==> src/rtl/storage_scanner_if.sv <==
// Storage read bus plus the downstream valid/ready pair stream.
// master: scanner side, slave: storage and consumer side.
`timescale 1ns/1ps
interface storage_scanner_if #(
    parameter int ADDR_W = 8,
    parameter int DATA_W = 8
) ();
    logic [ADDR_W-1:0] st_address;
    logic [3:0]        st_mode;
    logic              st_wren;
    logic              st_load_out;
    logic [DATA_W-1:0] st_pos;
    logic [DATA_W-1:0] st_dir;
    logic              out_valid;
    logic              out_ready;
    logic [DATA_W-1:0] out_pos;
    logic [DATA_W-1:0] out_dir;
    logic [ADDR_W-1:0] out_index;

    modport master (
        output st_address, st_mode, st_wren, st_load_out,
        input  st_pos, st_dir,
        output out_valid, out_pos, out_dir, out_index,
        input  out_ready
    );

    modport slave (
        input  st_address, st_mode, st_wren, st_load_out,
        output st_pos, st_dir,
        input  out_valid, out_pos, out_dir, out_index,
        output out_ready
    );
endinterface

==> src/rtl/storage_scanner.sv <==
// Walks storage addresses 0..length-1, one read in flight at a time,
// and streams each position/direction pair out on a valid/ready port.
// Ports: clk, reset (sync, active-high), start/length request,
// busy/done status, bus = storage read bus + output stream (master).
`timescale 1ns/1ps
module storage_scanner #(
    parameter int          ADDR_W    = 8,
    parameter int          DATA_W    = 8,
    parameter logic [3:0]  MODE_READ = 4'b0001
) (
    input  logic              clk,
    input  logic              reset,
    input  logic              start,
    input  logic [ADDR_W-1:0] length,
    output logic              busy,
    output logic              done,
    storage_scanner_if.master bus
);
    typedef enum logic [2:0] {
        S_IDLE,
        S_ISSUE,
        S_WAIT,
        S_HOLD,
        S_DONE
    } state_t;

    state_t            r_state;
    state_t            w_next;
    logic [ADDR_W-1:0] r_len;
    logic [ADDR_W-1:0] r_index;
    logic [DATA_W-1:0] r_pos;
    logic [DATA_W-1:0] r_dir;
    logic [ADDR_W-1:0] r_out_index;
    logic              w_hs;
    logic              w_last;

    assign w_hs   = (r_state == S_HOLD) && bus.out_ready;
    // Compare before incrementing so a maximal length never wraps.
    assign w_last = (r_index == r_len - 1'b1);

    always_ff @(posedge clk) begin
        if (reset) begin
            r_state <= S_IDLE;
        end else begin
            r_state <= w_next;
        end
    end

    always_comb begin
        w_next = r_state;
        unique case (r_state)
            S_IDLE: begin
                if (start) begin
                    w_next = (length != '0) ? S_ISSUE : S_DONE;
                end
            end
            S_ISSUE: w_next = S_WAIT;
            S_WAIT:  w_next = S_HOLD;
            S_HOLD: begin
                if (w_hs) begin
                    w_next = w_last ? S_DONE : S_ISSUE;
                end
            end
            S_DONE:  w_next = S_IDLE;
            default: w_next = S_IDLE;
        endcase
    end

    always_ff @(posedge clk) begin
        if (reset) begin
            r_len       <= '0;
            r_index     <= '0;
            r_pos       <= '0;
            r_dir       <= '0;
            r_out_index <= '0;
        end else begin
            if (r_state == S_IDLE && start && length != '0) begin
                r_len   <= length;
                r_index <= '0;
            end
            // Storage data is valid the cycle after the read strobe.
            if (r_state == S_WAIT) begin
                r_pos       <= bus.st_pos;
                r_dir       <= bus.st_dir;
                r_out_index <= r_index;
            end
            if (w_hs && !w_last) begin
                r_index <= r_index + 1'b1;
            end
        end
    end

    assign busy            = (r_state != S_IDLE);
    assign done            = (r_state == S_DONE);
    assign bus.st_address  = r_index;
    assign bus.st_mode     = busy ? MODE_READ : 4'b0000;
    assign bus.st_wren     = 1'b0;
    assign bus.st_load_out = (r_state == S_ISSUE);
    assign bus.out_valid   = (r_state == S_HOLD);
    assign bus.out_pos     = r_pos;
    assign bus.out_dir     = r_dir;
    assign bus.out_index   = r_out_index;
endmodule

==> src/flat_wrapper.sv <==
// flat-port wrapper written by rule: the top's interface ports become plain ports
module storage_scanner_flat 
#(
    parameter int          ADDR_W    = 8,
    parameter int          DATA_W    = 8,
    parameter logic [3:0]  MODE_READ = 4'b0001
)
  (clk, reset, start, length, busy, done, bus_st_address, bus_st_mode, bus_st_wren, bus_st_load_out, bus_st_pos, bus_st_dir, bus_out_valid, bus_out_pos, bus_out_dir, bus_out_index, bus_out_ready);
  storage_scanner_if #(.ADDR_W(ADDR_W), .DATA_W(DATA_W)) bus_i ();
  input  logic clk;
  input  logic reset;
  input  logic start;
  input  logic [ADDR_W-1:0] length;
  output logic busy;
  output logic done;
  output wire logic [$bits(bus_i.st_address)-1:0] bus_st_address;
  output wire logic [$bits(bus_i.st_mode)-1:0] bus_st_mode;
  output wire logic [$bits(bus_i.st_wren)-1:0] bus_st_wren;
  output wire logic [$bits(bus_i.st_load_out)-1:0] bus_st_load_out;
  input wire logic [$bits(bus_i.st_pos)-1:0] bus_st_pos;
  input wire logic [$bits(bus_i.st_dir)-1:0] bus_st_dir;
  output wire logic [$bits(bus_i.out_valid)-1:0] bus_out_valid;
  output wire logic [$bits(bus_i.out_pos)-1:0] bus_out_pos;
  output wire logic [$bits(bus_i.out_dir)-1:0] bus_out_dir;
  output wire logic [$bits(bus_i.out_index)-1:0] bus_out_index;
  input wire logic [$bits(bus_i.out_ready)-1:0] bus_out_ready;
  assign bus_st_address = bus_i.st_address;
  assign bus_st_mode = bus_i.st_mode;
  assign bus_st_wren = bus_i.st_wren;
  assign bus_st_load_out = bus_i.st_load_out;
  assign bus_i.st_pos = bus_st_pos;
  assign bus_i.st_dir = bus_st_dir;
  assign bus_out_valid = bus_i.out_valid;
  assign bus_out_pos = bus_i.out_pos;
  assign bus_out_dir = bus_i.out_dir;
  assign bus_out_index = bus_i.out_index;
  assign bus_i.out_ready = bus_out_ready;
  storage_scanner #(.ADDR_W(ADDR_W), .DATA_W(DATA_W), .MODE_READ(MODE_READ)) u_core (.clk(clk), .reset(reset), .start(start), .length(length), .busy(busy), .done(done), .bus(bus_i));
endmodule
==> config.mk <==
export PLATFORM = sky130hd
export DESIGN_NAME = storage_scanner_flat
export DESIGN_NICKNAME = d
export VERILOG_FILES = /design/src/rtl/storage_scanner_if.sv /design/src/rtl/storage_scanner.sv /design/src/flat_wrapper.sv
export SDC_FILE = /design/constraint.sdc
export NUM_CORES = 1
export LEC_CHECK = 0
export CAP_MARGIN = 20
export CORE_MARGIN = 3
export CORE_UTILIZATION = 40
export CTS_CLUSTER_DIAMETER = 100
export DETAILED_ROUTE_END_ITERATION = 10
export GPL_TIMING_DRIVEN = 0
export HOLD_SLACK_MARGIN = 0.05
export PLACE_DENSITY = 0.72
export SLEW_MARGIN = 20
export SYNTH_ARGS = -nofsm -noshare
export SYNTH_HDL_FRONTEND = slang
export SYNTH_SLANG_ARGS = --single-unit
==> constraint.sdc <==
create_clock -name clk -period 7.1 [get_ports clk]
set_clock_uncertainty 0.15 [all_clocks]
set_input_delay 2.13 -clock clk [delete_from_list [all_inputs] [get_ports clk]]
set_output_delay 2.13 -clock clk [all_outputs]
set_load 0.01 [all_outputs]
; ---- After elaboration in Yosys (flattened, before gate mapping)
; Cells that the tools add are included.
; W data, S select, Z words.
[op_classes]
addsub = 2
eq_ne = 7
mux = 8
n_reduce_logical = 10
[op_table]
columns = op, n
row1 = $mux W8, 2
row2 = $mux W3, 4
row3 = $pmux W3 S4, 1
row4 = $add A8 B1 Y8 const B, 1
row5 = $eq A8 B8 Y1, 1
row6 = $reduce_bool A8 Y1, 1
row7 = $sub A8 B1 Y8 const B, 1
row8 = $eq A3 B2 Y1 const B, 2
row9 = $logic_and A1 B1 Y1, 4
row10 = $eq A3 B1 Y1 const B, 1
row11 = $eq A3 B3 Y1 const B, 1
row12 = $logic_not A3 Y1, 1
row13 = $reduce_bool A3 Y1, 1
row14 = $ne A2 B1 Y1 const B, 1
row15 = $ne A2 B2 Y1 const B, 1
row16 = $reduce_and A2 Y1, 1
row17 = $reduce_bool A2 Y1, 1
row18 = $logic_not A1 Y1, 1
row19 = $mux W1, 1
[totals]
ff_bits = 43
output_inout_bits = 41
word_cells = 33

; ---- Depth between registers and ports, before layout
; Gate-level depths: netlist (run 1).
[depth]
word_depth = 5
mapped_depth = 9
mapped_depth_nobuf = 8

; ---- Worst setup path after synthesis (run 1)
; OpenSTA, ideal clock, no wires.
[synth_path]
path_type = input to register
from = input port reset
to = register u_core.r_index[5] (netlist: u_core.bus.st_address[5])
t_arrival_ns = 3.381
required_ns = 6.890
slack_ns = 3.509
cell_stages = 5
path_cell_list = clkbuf_1 nor4_1 nand2_1 nor4b_1 a221o_1
[synth_rtl]
columns = element, line
row1 = start: declaration, flat_wrapper.sv:11  ; input logic reset;
row2 = end signal: assignment, storage_scanner.sv:88  ; r_index <= r_index + 1'b1;
row3 = end: declaration, storage_scanner.sv:30  ; logic [ADDR_W-1:0] r_index;

; ---- Worst setup path after layout (run 1)
[layout_path]
from = register u_core.r_state[1]
to = output port bus_out_valid
[layout_via]
elab_chain_cells = 1
[layout_rtl]
columns = element, line
row1 = start: declaration, storage_scanner.sv:27  ; state_t r_state;
row2 = start signal: assignment, storage_scanner.sv:45  ; r_state <= w_next;
row3 = $eq A3 B2 Y1, storage_scanner.sv:99  ; assign bus.out_valid = (r_state == S_HOLD);
row4 = end: declaration, flat_wrapper.sv:22  ; output wire logic [$bits(bus_i.out_valid)-1:0] bus_out_valid;
; Every way passes these cells.

==> results.yml, run 1 <==
detailed_routing:
  drtIter0Drc: 46
  drtPass1Iterations: 4
  drc: 0
  wirelength_mm: 4.81
  dr.max_layer_used: "met4"
  dr_wl_met2_mm: 2.38
  wl_per_cell_um: 12.7
  vias_per_cell: 4.82
  ant_nets: 0
  wl_met1_mm: 2.18
  vias: 1831
  met3_length_um: 218
critical_path:
  end_kind: "output port"
  crit_type: "reg2out"
  crit_path_max_fanout: 9
  start_kind: "register"
  cp.arrival_ns: 1.90
  r2r_slack_ns: 4.23
  cp_data_required_time_ns: 4.82
cts:
  clk_latency_ns: 0.29
  cts_hold_buffers: 0
  clk_pin_slew_ns: 0.08
  cts_num_sinks: 43
  cts_root_buf: "clkbuf_8"
  cts_buffers: 5
  cts_resized: 0
  cts_buffer_depth: 2
  h-tree-depth: 2
  cts_setup_buffers: 0
  cts_tree: "done"
synthesis:
  syn-cell-area_um2: 1990
  synth_xor_area_share_pct: 4.85
  ys_ff_latch: 43
  synth_top_family_by_area: "simple AND/OR/NAND/NOR gates"
  synth-compound-area-share_pct: 15.4
  yosysSeqAreaShare_pct: 43.3
  yosys_warnings: 0
  synth_simple_gate_area_share_pct: 25.1
  syn_area_per_cell_um2: 8.32
  netlist_instances: 239
  synth_ff_type: "dfxtp_1"
  synth.most_common_cell: "nand2_1"
  ys_types: 39
  synth_top_area_share_pct: 43.3
  muxShareOfSynthArea_pct: 4.59
  netlist_top_cells_count: "nand2_1 (58), dfxtp_1 (43), a21oi_1 (27)"
  yosys.area_share.adder_pct: 1.26
  synth_edf_count: 0
  yosys.area.top_type: "dfxtp_1"
  yosys-top-cells-area: "dfxtp_1 (43%), nand2_1 (11%), a21oi_1 (6.8%)"
  async_flop_share_pct: 0
floorplan:
  die_area_um2: 5850
  fp.coreArea_um2: 4750
  initial_core_util_pct: 41.8
  fp.dieH_um: 76.5
  io_pins: 69
  fp.dieW_um: 76.5
  rows: 25
grt:
  antenna_found_initial: 0
  grt_max_degree: 14
  grt_pass1_vias: 1776
  grt_pass1_wl_mm: 8.32
  grt_util_all_layers_pct: 17.2
  overflow: 0
cells_and_area:
  fillerInstances: 439
  final_core_util_pct: 59.9
  area_growth_pct: 43.2
  drive_gt1_share_pct: 7.35
  fin_cells: 380
  multi_input_area_um2: 1030
  layout.nets: 342
  regArea_um2: 861
  antennaDiodeCount: 0
placement:
  hpwl_mm: 3.61
  io_buffers: 63
  place_inst: 372
  place_ws_ns: 2.79
  gp_congestion: 0.741
sta:
  maxSlewHeadroom_pct: 64.1
  rsz0062_at_grt: "no"
  period_share_pct: 58.8
  setup_viol: 0
  fin_ws_ns: 2.92
  final_hold_viol_count: 0
  period_needed_ns: 4.18
  worst_pin_slew_ns: 0.534
  maxSlewViolCount: 0
  max_freq_mhz: 239
  fin_setup_tns_ns: 0
pwr:
  ir_drop_mv: 0.153
  p_leak_nw: 1.07
  p_per_area_nw_per_um2: 268
min_path:
  worst_hold_path_type: "reg2reg"
outcome:
  outcome: "completed"
run:
  maxCapViolCount: 0
## registers in the layout, summed over array words and instances, names as in the netlist
name / count
u_core.bus.st_address: 8
u_core.bus.out_index: 8
u_core.bus.out_pos: 8
u_core.r_state: 3
u_core.r_len: 8
u_core.bus.out_dir: 8
## final cells by class
class | count | share of cell area, %
Timing Repair Buffer | 63 | 22.2
Clock inverter | 2 | 2.11
Sequential cell | 43 | 30.2
Clock buffer | 6 | 2.55
Tap cell | 67 | 2.95
Inverter | 3 | 0.396
Buffer | 17 | 3.30
Multi-Input combinational cell | 179 | 36.3
## worst max-delay path, cell delays in order (launching register included)
cell             delay [ns]
dfxtp_1                0.31
clkbuf_1               0.26
nand2_1                0.12
nor2_1                 0.31
clkdlybuf4s50_1        0.61
## layer usage
metal | global-route usage [%] | vias to the layer above
li1 | - | 956
met1 | 21.3 | 826
met2 | 29.4 | 47
met3 | 3.90 | 2
met4 | 5.98 | 0
met5 | 0 | -
## where the power goes
group	internal, mW	leakage, nW	total (mW)	switching, mW
logic	0.124	0.657	0.251	0.127
clock network	0.141	0.0654	0.223	0.0821
registers	0.268	0.349	0.290	0.0214
total	0.533	1.07	0.763	0.230
## cells by family after synthesis
logic type,after synthesis
other,1
xor gates and xnor gates,11
adders and majority gates,2
and+or+nand+nor,108
DFF,43
AOI/OAI and AO/OA,45
buffers and inverters,20
muxes,9
## worst paths after layout
check	startpoint	endpoint	cells after the start
setup / recovery	u_core.r_state[1]	bus_out_valid	4
hold / removal	u_core.bus.out_index[4]	u_core.bus.out_index[4]	2
setup reg to reg	u_core.r_len[2]	u_core.bus.st_address[5]	7
hold reg to reg	u_core.bus.out_index[4]	u_core.bus.out_index[4]	2
## layout by cell type, fill, tap and decap left out, types with 2 or more instances in the layout
cell type,count
bufinv_16,2
inv_1,3
buf_4,6
xor2_1,5
nor4_1,4
clkbuf_1,11
conb_1,4
clkbuf_8,5
nand2_1,58
nor4b_1,3
nor3_1,5
nor3b_1,2
nor2_1,19
o211ai_1,3
nand3_1,4
dfxtp_1,43
o21ai_0,2
mux2i_1,8
nor2b_1,3
and3_1,2
ha_1,2
a221o_1,5
xnor2_1,6
or4_4,2
clkdlybuf4s50_1,63
a21oi_1,27
## through the flow
stage,area [µm²],total power [mW],hold slack (ns)
finish,2850,0.763,0.305
global route,2850,0.809,0.320
CTS,2850,0.773,0.307
detailed placement,2710,0.547,0.296
global placement,2710,0.542,0.291
floorplan,2000,0.450,0.331
No activity file was read; power rests on OpenSTA's default activity.
==> run 2: changes to the inputs <==
- PLACE_DENSITY: 0.72 -> 0.75
- clock period: 7.1 -> 3.8 ns (I/O delays scaled with it)
==> results.yml, run 2 (synthesized netlist as in run 1, its figures left out) <==
grt:
  antenna_found_initial: 0
  grt_pass1_wl_mm: 8.06
  overflow: 0
  grt_pass1_vias: 1677
  grt_max_degree: 14
  grt_util_all_layers_pct: 16.7
min_path:
  worst_hold_path_type: "reg2reg"
  holdPathStages: 2
cells_and_area:
  antennaDiodeCount: 0
  drive_gt1_share_pct: 7.35
  final_core_util_pct: 58.9
  final_cell_mix: "clkdlybuf4s50_1 (63), nand2_1 (58), dfxtp_1 (43), a21oi_1 (27), nor2_1 (19)"
  post-route-cell-area_um2: 2800
  area_growth_pct: 40.8
  layout.nets: 342
  layout_commonest_cell: "clkdlybuf4s50_1"
detailed_routing:
  wirelength_mm: 4.76
  vias_per_cell: 4.83
  wl_per_cell_um: 12.5
  ant_nets: 0
  vias: 1836
  drtIter0Drc: 56
  drtPass1Iterations: 4
  drc: 0
cts:
  cts_buffer_depth: 2
  cts_hold_buffers: 0
  cts_tree: "done"
  cts_num_sinks: 43
  cts_setup_buffers: 0
  cts_resized: 0
  cts_root_buf: "clkbuf_8"
  cts_buffers: 5
  h-tree-depth: 2
  clk_pin_slew_ns: 0.08
  clk_latency_ns: 0.30
sta:
  period_share_pct: 84.4
  worst_pin_slew_ns: 0.552
  fin_ws_ns: 0.593
  rsz0062_at_grt: "no"
  max_freq_mhz: 312
  setup_viol: 0
  maxSlewHeadroom_pct: 62.8
  period_needed_ns: 3.21
  final_hold_viol_count: 0
  fin_setup_tns_ns: 0
  maxSlewViolCount: 0
placement:
  placedInstanceArea_um2: 2710
  hpwl_mm: 3.52
  gp_congestion: 0.781
  io_buffers: 63
  place_ws_ns: 0.460
floorplan:
  fp.dieH_um: 76.5
  fp.dieW_um: 76.5
  io_pins: 69
  initial_core_util_pct: 41.8
  fp.coreArea_um2: 4750
  rows: 25
  die_area_um2: 5850
pwr:
  internal_power_mw: 0.861
  p_leak_nw: 1.05
  p_per_area_nw_per_um2: 462
  p_sw_share_pct: 33.3
  pwr-share-comb_pct: 36.2
  switchingPower_mw: 0.431
  seq_power_share_pct: 41.9
  ir_drop_mv: 0.216
  p_clk_share_pct: 21.9
critical_path:
  worstRegToRegCells: 7
  crit_type: "reg2out"
  crit_path_max_fanout: 9
  cp_data_required_time_ns: 2.51
  start_kind: "register"
  cp.arrival_ns: 1.92
  end_kind: "output port"
run:
  maxCapViolCount: 0
outcome:
  outcome: "completed"
run 2: worst paths after layout:
| kind | end | from | slack (ns) |
|---|---|---|---|
| hold / removal | u_core.bus.out_index[4] | u_core.bus.out_index[4] | 0.31 |
| hold reg to reg | u_core.bus.out_index[4] | u_core.bus.out_index[4] | 0.31 |
| setup / recovery | bus_out_valid | u_core.r_state[1] | 0.59 |
| setup reg to reg | u_core.bus.st_address[2] | u_core.r_len[2] | 0.92 |
run 2: power groups by stage:
stage	Sequential, mW	Clock, mW	Combinational (mW)
2_1_floorplan	0.560	0	0.281
3_3_place_gp	0.551	0	0.462
3_5_place_dp	0.553	0	0.471
4_1_cts	0.542	0.292	0.473
5_1_grt	0.550	0.311	0.514
6_report	0.542	0.282	0.468
run 2: worst max-delay path: stages (launching register included):
cell,delay (ns)
dfxtp_1,0.31
clkbuf_1,0.26
nand2_1,0.11
nor2_1,0.33
clkdlybuf4s50_1,0.62
run 2: cell type report:
class                   instances  area (µm²)
plain buffers                  17        93.8
clock buffers                   6        72.6
clock inverters                 2        12.5
fillers                       464        1960
inverters                       3        11.3
multi-input cells             179        1030
flip-flops and latches         43         861
well taps                      67        83.8
repair buffers                 63         631
run 2: layer usage:
metal	part of all wire [%]	global-route usage [%]	wire, µm	up-vias
met1	48	22.2	2310	825
met3	4.2	4.02	202	6
met2	46	26.4	2190	47
met5	0	0	0	-
met4	1.5	5.43	70	0
li1	-	-	-	958
run 2: through the flow:
step | power, mW | cells | hold slack (ns)
final | 1.29 | 380 | 0.306
after global routing | 1.37 | 380 | 0.322
after CTS | 1.31 | 380 | 0.308
after detailed placement | 1.02 | 372 | 0.296
after global placement | 1.01 | 372 | 0.291
after floorplan | 0.840 | 242 | 0.331
==> run 3: changes to the inputs <==
- PLACE_DENSITY: 0.75 -> 0.72
- clock period: 3.8 -> 3 ns (I/O delays scaled with it)
==> results.yml, run 3 (synthesized netlist as in run 1, its figures left out) <==
critical_path:
  crit_path_max_fanout: 10
  cp.arrival_ns: 2.90
  crit_type: "reg2reg"
  worstRegToRegCells: 7
  end_kind: "register"
  cp_data_required_time_ns: 3.03
  start_kind: "register"
detailed_routing:
  drc: 0
  vias: 1834
  vias_per_cell: 4.83
  drtPass1Iterations: 4
  wl_per_cell_um: 12.7
  wirelength_mm: 4.83
  ant_nets: 0
  drtIter0Drc: 54
cells_and_area:
  final_cell_mix: "clkdlybuf4s50_1 (63), nand2_1 (58), dfxtp_1 (43), a21oi_1 (27), nor2_1 (18)"
  area_growth_pct: 43.3
  drive_gt1_share_pct: 7.67
  post-route-cell-area_um2: 2850
  layout_commonest_cell: "clkdlybuf4s50_1"
  antennaDiodeCount: 0
  final_core_util_pct: 59.9
  layout.nets: 342
  fin_cells: 380
run:
  maxCapViolCount: 0
sta:
  maxSlewHeadroom_pct: 62.7
  final_hold_viol_count: 0
  period_share_pct: 95.7
  period_needed_ns: 2.87
  max_freq_mhz: 348
  fin_ws_ns: 0.130
  setup_viol: 0
  worst_pin_slew_ns: 0.555
  fin_setup_tns_ns: 0
  maxSlewViolCount: 0
  rsz0062_at_grt: "no"
min_path:
  worst_hold_path_type: "reg2reg"
  holdPathStages: 2
cts:
  cts_tree: "done"
  h-tree-depth: 2
  cts_hold_buffers: 0
  clk_pin_slew_ns: 0.08
  cts_num_sinks: 43
  cts_buffer_depth: 2
  clk_latency_ns: 0.29
  cts_root_buf: "clkbuf_8"
  cts_setup_buffers: 0
  cts_buffers: 5
placement:
  gp_congestion: 0.741
  place_ws_ns: -0.0820
  hpwl_mm: 3.61
  place_inst: 372
  placedInstanceArea_um2: 2710
  io_buffers: 63
floorplan:
  fp.dieH_um: 76.5
  die_area_um2: 5850
  rows: 25
  initial_core_util_pct: 41.8
  fp.dieW_um: 76.5
  fp.coreArea_um2: 4750
  io_pins: 69
pwr:
  p_per_area_nw_per_um2: 635
  ir_drop_mv: 0.362
  p_leak_nw: 1.07
grt:
  grt_max_degree: 14
  grt_pass1_vias: 1776
  grt_util_all_layers_pct: 17.2
  overflow: 0
  antenna_found_initial: 0
  grt_pass1_wl_mm: 8.32
outcome:
  outcome: "completed"
[run 3: cell types whose count changed in the layout (fill, tap and decap cells not counted), sizes merged]
| cell | delta |
|---|---|
| bufinv | +2 |
| clkinv | -1 |
| clkinvlp | -1 |
[run 3: metrics by stage]
stage	total power, mW	hold slack, ns
2_1_floorplan	1.06	0.331
3_3_place_gp	1.28	0.291
3_5_place_dp	1.30	0.296
4_1_cts	1.83	0.307
5_1_grt	1.92	0.320
6_report	1.81	0.305
[run 3: worst paths after layout]
kind                            from                        to  slack, ns
max                  u_core.r_len[2]  u_core.bus.st_address[5]       0.13
min          u_core.bus.out_index[4]   u_core.bus.out_index[4]       0.30
min reg2reg  u_core.bus.out_index[4]   u_core.bus.out_index[4]       0.30
max reg2reg          u_core.r_len[2]  u_core.bus.st_address[5]       0.13
[run 3: worst max-delay path, stage by stage, from the launching register on]
cell and delay (ns):
dfxtp_1 0.37, or4_4 0.57, o21a_1 0.21, or4_4 0.52
a2111oi_4 0.34, buf_6 0.20, nor2_4 0.07, a221o_1 0.33
[run 3: cell type report]
class / instances / area (µm²)
Clock buffer: 6 / 72.6
Sequential cell: 43 / 861
Inverter: 3 / 11.3
Buffer: 17 / 93.8
Clock inverter: 2 / 60.1
Tap cell: 67 / 83.8
Fill cell: 438 / 1910
Multi-Input combinational cell: 179 / 1040
Timing Repair Buffer: 63 / 631
[run 3: per-layer routing]
metal	wire (µm)	global-route usage (%)	share of wire, %	vias to the layer above
met2	2360	29.4	49	47
met4	36	5.98	0.75	0
met5	0	0	0	-
li1	-	-	-	957
met1	2220	21.3	46	828
met3	216	3.90	4.5	2
[run 3: timing repair]
action,CTS,global route
hold endpoints to repair,0,0
gates resized for setup,0,1
setup endpoints to repair,0,1
[run 3: report_power, final]
part / internal (mW) / switching (mW) / total [mW]
clock: 0.333 / 0.194 / 0.527
sequential: 0.635 / 0.0509 / 0.686
combinational: 0.294 / 0.301 / 0.595
total: 1.26 / 0.546 / 1.81
